<file path="src/rtl/msft_clk_div_pkg.sv">
// Shared constants, types and helpers for the multi-channel clock divider.
package msft_clk_div_pkg;

    localparam int MIN_DIV   = 2;
    localparam int DIV_W_DEF = 16;

    typedef logic [DIV_W_DEF-1:0] div_t;

    // Number of high cycles in a period of d cycles: ceil(d/2), evaluated wide to avoid overflow.
    function automatic logic [32:0] half_ceil(input logic [32:0] d);
        return (d + 33'd1) >> 1;
    endfunction

endpackage

</file>
<file path="src/rtl/msft_clk_div_gen_ch.sv">
// One divider channel: period counter, shadowed divisor with valid/ack capture,
// period-aligned gating and sticky illegal-divisor flag.
module msft_clk_div_gen_ch
    import msft_clk_div_pkg::*;
#(
    parameter int DIV_W   = DIV_W_DEF,
    parameter int DEF_DIV = 4
) (
    input  logic             clk_i,
    input  logic             rst_i,
    input  logic             sync_i,
    input  logic [DIV_W-1:0] div_i,
    input  logic             div_vld_i,
    output logic             div_ack_o,
    input  logic             en_i,
    output logic             clk_o,
    output logic             ctl_clk_o,
    output logic             tick_o,
    output logic             cfg_err_o
);

    logic [DIV_W-1:0] cnt_q, cnt_d;
    logic [DIV_W-1:0] div_q, div_d;
    logic [DIV_W-1:0] shd_q, shd_d;
    logic             full_q, full_d;
    logic             en_q, en_d;
    logic             clk_q, clk_d;
    logic             ctl_q, ctl_d;
    logic             tick_q, tick_d;
    logic             ack_q, ack_d;
    logic             err_q, err_d;

    logic [DIV_W:0]   cnt_w, div_w, half_w;
    logic             bnd;

    // Extra bit keeps D = 2^DIV_W-1 (and D-1, ceil(D/2)) representable.
    assign cnt_w  = {1'b0, cnt_q};
    assign div_w  = {1'b0, div_q};
    assign half_w = (DIV_W+1)'(half_ceil(33'(div_q)));
    assign bnd    = (cnt_w == div_w - (DIV_W+1)'(1));

    always_comb begin
        cnt_d  = cnt_q + DIV_W'(1);
        div_d  = div_q;
        shd_d  = shd_q;
        full_d = full_q;
        en_d   = en_q;
        ack_d  = 1'b0;
        err_d  = err_q;
        clk_d  = (cnt_w < half_w);
        ctl_d  = clk_d & en_q;
        tick_d = bnd & ~sync_i;

        if (sync_i || bnd) begin
            cnt_d = '0;
            en_d  = en_i;
            if (full_q) begin
                div_d  = shd_q;
                full_d = 1'b0;
            end
        end

        // Capture is gated by the registered flag, so a value arriving on a boundary waits a full period.
        if (div_vld_i && !full_q) begin
            full_d = 1'b1;
            ack_d  = 1'b1;
            if (div_i < DIV_W'(MIN_DIV)) begin
                shd_d = DIV_W'(MIN_DIV);
                err_d = 1'b1;
            end else begin
                shd_d = div_i;
            end
        end
    end

    always_ff @(posedge clk_i) begin
        if (rst_i) begin
            cnt_q  <= '0;
            div_q  <= DIV_W'(DEF_DIV);
            shd_q  <= '0;
            full_q <= 1'b0;
            en_q   <= 1'b0;
            clk_q  <= 1'b0;
            ctl_q  <= 1'b0;
            tick_q <= 1'b0;
            ack_q  <= 1'b0;
            err_q  <= 1'b0;
        end else begin
            cnt_q  <= cnt_d;
            div_q  <= div_d;
            shd_q  <= shd_d;
            full_q <= full_d;
            en_q   <= en_d;
            clk_q  <= clk_d;
            ctl_q  <= ctl_d;
            tick_q <= tick_d;
            ack_q  <= ack_d;
            err_q  <= err_d;
        end
    end

    assign div_ack_o = ack_q;
    assign clk_o     = clk_q;
    assign ctl_clk_o = ctl_q;
    assign tick_o    = tick_q;
    assign cfg_err_o = err_q;

endmodule

</file>
<file path="src/rtl/msft_clk_div_gen.sv">
// Multi-channel divided-clock / tick generator; sync_i restarts every channel in phase.
module msft_clk_div_gen
    import msft_clk_div_pkg::*;
#(
    parameter int NUM_CH  = 4,
    parameter int DIV_W   = DIV_W_DEF,
    parameter int DEF_DIV = 4
) (
    input  logic                    clk_i,
    input  logic                    rst_i,
    input  logic                    sync_i,
    input  logic [NUM_CH*DIV_W-1:0] div_i,
    input  logic [NUM_CH-1:0]       div_vld_i,
    output logic [NUM_CH-1:0]       div_ack_o,
    input  logic [NUM_CH-1:0]       en_i,
    output logic [NUM_CH-1:0]       clk_o,
    output logic [NUM_CH-1:0]       ctl_clk_o,
    output logic [NUM_CH-1:0]       tick_o,
    output logic [NUM_CH-1:0]       cfg_err_o
);

    for (genvar c = 0; c < NUM_CH; c++) begin : g_ch
        msft_clk_div_gen_ch #(
            .DIV_W   (DIV_W),
            .DEF_DIV (DEF_DIV)
        ) u_ch (
            .clk_i     (clk_i),
            .rst_i     (rst_i),
            .sync_i    (sync_i),
            .div_i     (div_i[c*DIV_W +: DIV_W]),
            .div_vld_i (div_vld_i[c]),
            .div_ack_o (div_ack_o[c]),
            .en_i      (en_i[c]),
            .clk_o     (clk_o[c]),
            .ctl_clk_o (ctl_clk_o[c]),
            .tick_o    (tick_o[c]),
            .cfg_err_o (cfg_err_o[c])
        );
    end

endmodule

</file>
<file path="config.mk">
export PLATFORM = sky130hd
export DESIGN_NAME = msft_clk_div_gen
export DESIGN_NICKNAME = d
export VERILOG_FILES = /design/src/rtl/msft_clk_div_pkg.sv /design/src/rtl/msft_clk_div_gen_ch.sv /design/src/rtl/msft_clk_div_gen.sv
export SDC_FILE = /design/constraint.sdc
export NUM_CORES = 1
export LEC_CHECK = 0
export CAP_MARGIN = 40
export CORE_MARGIN = 3
export CORE_UTILIZATION = 43
export CTS_CLUSTER_DIAMETER = 40
export DETAILED_ROUTE_END_ITERATION = 12
export PLACE_DENSITY = 0.57
export REMOVE_ABC_BUFFERS = 1
export SLEW_MARGIN = 20
export SYNTH_ARGS = -nofsm -noshare
export SYNTH_HDL_FRONTEND = slang
export SYNTH_SLANG_ARGS = --single-unit
</file>
<file path="constraint.sdc">
create_clock -name clk_i -period 4.05 [get_ports clk_i]
set_input_delay 0.6075 -clock clk_i [delete_from_list [all_inputs] [get_ports clk_i]]
set_output_delay 0.6075 -clock clk_i [all_outputs]
set_load 0.03 [all_outputs]
</file>
==> flow_summary.toml <==
[sta]
fin_worst_skew_ns = 0.0155
hold_viol_final = 0
rsz0062_at_grt = "no"
max_slew_margin_pct = 44.0
fin_crit_sh_pct = 82.8
period_minus_slack_ns = 3.36
tightest_slew_ns = 0.840
clock.fmax_ghz = 0.298
slew_viol_final = 0
setup_violations = 0
timing.setup.tns_ns = 0

[detailed_routing]
antenna_left = 0
viasPerCell = 5.46
drc_errors = 0
first_iter_violations = 685
wl_per_cell_um = 15.3
wl_um = 34500
dr_total_vias = 12300
drtPass1Iterations = 5

[floorplan]
row_count = 66
start_util_pct = 43.8
chipHeight_um = 188
dieArea_mm2 = 0.0355
die_w_um = 188
coreArea_mm2 = 0.0327
io_pins = 95

[final_layout]
drive_above_1_share_pct = 6.83
antenna_cells = 0
fin_nets = 1935
syn2layout_area_growth_pct = 15.7
fill_cells = 3217
final-seq-area_mm2 = 0.00440
multi_input_area_mm2 = 0.00903

[power_and_ir_drop]
power_density_mw_per_mm2 = 389
p_leak_nw = 5.97
ir_drop_uv = 331
p_total_mw = 6.44

[outcome]
status = "finished clean"

[worst_setup_path]
critPathRequiredTime_ns = 4.46
worst-path-buf-inv = 2
worstSetupPathType = "reg -> reg"
crit-reg2reg-launch = "g_ch[0].u_ch.div_q[0]$_SDFFE_PP0P_"
regToRegEndpoint = "g_ch[0].u_ch.div_q[3]$_SDFFE_PP0P_"
critPathSlowestCell = "nor3b_1"
r2r_slack_ns = 0.69
critPathCaptureType = "flip-flop"
max_stage_delay_ns = 0.60
worst_setup_path_start_kind = "flip-flop"
critPathTopFamily = "simple AND/OR/NAND/NOR gates"
r2r_cells = 9
arrival_ns = 3.76
cp_cell_sequence = "inv_1 -> ha_1 -> nor3b_1 -> and4_1 -> nor4b_2 -> o211ai_2 -> buf_4 -> or4_1 -> o311ai_1"
cp_max_fo = 10

[clock_network]
ctsLongestPathBuffers = 3
h-tree-depth = 2
clk_pin_slew_ns = 0.06
insertion_delay_ns = 0.51
ctsResizeCount = 0
numCtsBuffers = 39
cts_tree = "built"
ctsHoldBuffers = 0
root_buffer = "clkbuf_16"
postCtsSetupRepairBufs = 0
cts_sinks = 220

[synthesis]
synth_common_cells = "220 x dfxtp_1, 206 x nand2_1, 125 x nor2_1"
ys_seq_area_share_pct = 30.8
synth_top_area_share_pct = 30.8
synth_cell_type_count = 81
synth_edf_count = 0
async_flop_share_pct = 0
synth_flop_cell = "dfxtp_1"
synth_area_leader_cell = "dfxtp_1"
post-synth-top-count-cell = "dfxtp_1"
syn_area_mm2 = 0.0143
synth_cells = 1796
avgSynthCellArea_um2 = 7.97
ys_warn_count = 0
synth_area_leaders = "dfxtp_1 31%, ha_1 6.3%, xnor2_1 5.9%"
ys_ff_latch = 220

[place]
io_buffer_count = 94
gp_congestion = 0.898
dp_hpwl_um = 24500

[global_route]
grt_pass1_vias = 11800
grt_usage_pct = 19.3
grt_max_degree = 81
overflow = 0
antenna_found_initial = 0
grt_pass1_wl_um = 59000

[worst_hold_path]
min_path_type = "reg -> reg"
hold_start = "g_ch[3].u_ch.en_q$_SDFFE_PP0P_"
min_to = "g_ch[3].u_ch.ctl_clk_o$_SDFF_PP0_"
whs_path_depth = 2

[flow_run]
maxCapViolCount = 0
==> cell type report <==
| class | count | share of cell area, % |
|---|---|---|
| multi-input combinational | 1379 | 54.5 |
| sequential | 220 | 26.6 |
| timing repair buffer | 117 | 6.81 |
| clock buffer | 44 | 6.07 |
| tap | 442 | 3.34 |
| clock inverter | 25 | 1.92 |
| inverter | 31 | 0.703 |
==> layer usage <==
metal  global-route usage [%]  up-vias  part of all wire (%)
li1                         -     6370                     -
met2                     31.5      185                    45
met1                     26.8     5714                    50
met4                     4.87        0                   2.1
met5                        0        -                     0
met3                     2.90       51                   3.4
==> placed cells by master (no fill, tap or decap), types with 6 or more instances in the layout <==
cell type / Yosys / routed
nor3b_1: 25 / 25
inv_1: 31 / 31
a31oi_1: 36 / 36
nor2b_1: 11 / 10
a211o_1: 7 / 7
nor4_1: 28 / 28
mux2i_1: 24 / 24
clkinv_4: 0 / 6
a21o_1: 24 / 24
nand3b_1: 9 / 9
nor2_1: 125 / 124
ha_1: 72 / 72
a211oi_1: 6 / 6
clkbuf_16: 0 / 39
nand4_1: 49 / 49
a21oi_1: 103 / 103
inv_6: 0 / 7
o211ai_1: 6 / 6
o21ai_1: 20 / 20
nand2b_1: 80 / 80
nor3_1: 78 / 78
xnor2_1: 96 / 96
o311ai_1: 30 / 30
dfxtp_1: 220 / 220
buf_4: 22 / 22
o21ai_0: 9 / 9
nand3_1: 84 / 84
or3_1: 6 / 6
and3_1: 31 / 31
nand2_1: 206 / 206
and4_1: 8 / 8
clkdlybuf4s50_1: 0 / 93
o31ai_1: 6 / 6
xor2_1: 91 / 91
or4_1: 25 / 25
==> worst min-delay path: stages, from the launching register on <==
cell	delay (ns)
dfxtp_1	0.30
inv_1	0.05
a311oi_1	0.04
==> worst max path at each step <==
stage | depth (start not counted) | slack, ns | end | startpoint
detailed placement | 9 | 0.76 | g_ch[0].u_ch.div_q[3]$_SDFFE_PP0P_ | g_ch[0].u_ch.div_q[0]$_SDFFE_PP0P_
finish | 9 | 0.69 | g_ch[0].u_ch.div_q[3]$_SDFFE_PP0P_ | g_ch[0].u_ch.div_q[0]$_SDFFE_PP0P_
CTS | 9 | 0.72 | g_ch[0].u_ch.div_q[3]$_SDFFE_PP0P_ | g_ch[0].u_ch.div_q[0]$_SDFFE_PP0P_
global route | 9 | 0.36 | g_ch[0].u_ch.div_q[3]$_SDFFE_PP0P_ | g_ch[0].u_ch.div_q[0]$_SDFFE_PP0P_
global placement | 9 | 0.85 | g_ch[0].u_ch.div_q[1]$_SDFFE_PP0P_ | g_ch[0].u_ch.div_q[0]$_SDFFE_PP0P_
floorplan | 9 | 0.54 | g_ch[0].u_ch.div_q[0]$_SDFFE_PP0P_ | g_ch[0].u_ch.div_q[0]$_SDFFE_PP0P_
==> stage by stage <==
stage          instance area, um^2  setup slack [ns]  hold slack, ns  utilization, %  cells
6_report                     16500             0.695           0.430            50.6   2258
5_1_grt                      16500             0.364           0.459            50.6   2258
4_1_cts                      16500             0.721           0.434            50.6   2258
3_5_place_dp                 15200             0.759           0.422            46.6   2189
3_3_place_gp                 15200             0.852           0.427            46.5   2186
2_1_floorplan                13500             0.542           0.409               -   1630
==> registers in the layout (all words and copies together), names as in the netlist <==
register	cells
g_ch.u_ch.div_q	64
g_ch.u_ch.cfg_err_o	4
g_ch.u_ch.full_q	4
g_ch.u_ch.tick_o	4
g_ch.u_ch.ctl_clk_o	4
g_ch.u_ch.en_q	4
g_ch.u_ch.div_ack_o	4
g_ch.u_ch.cnt_q	64
g_ch.u_ch.shd_q	64
g_ch.u_ch.clk_o	4
==> cell families (layout without fill, tap and decap cells) <==
group | count (synthesis) | after routing | share of synthesized area, %
AND/OR/NAND/NOR | 794 | 794 | 29.1
AO/OA/AOI/OAI | 300 | 300 | 14.3
flip-flops | 220 | 220 | 30.8
buffers and inverters | 197 | 217 | 6.17
XOR/XNOR | 188 | 188 | 11.6
adder cells (fa/ha/maj) | 72 | 72 | 6.30
multiplexers | 25 | 25 | 1.76
==> report_power, final <==
part           switching (mW)  internal [mW]  total, mW
logic                   0.449          0.342      0.790
registers              0.0939           2.25       2.34
clock network            1.17           2.14       3.31
Power figures use the tool's default switching activity.
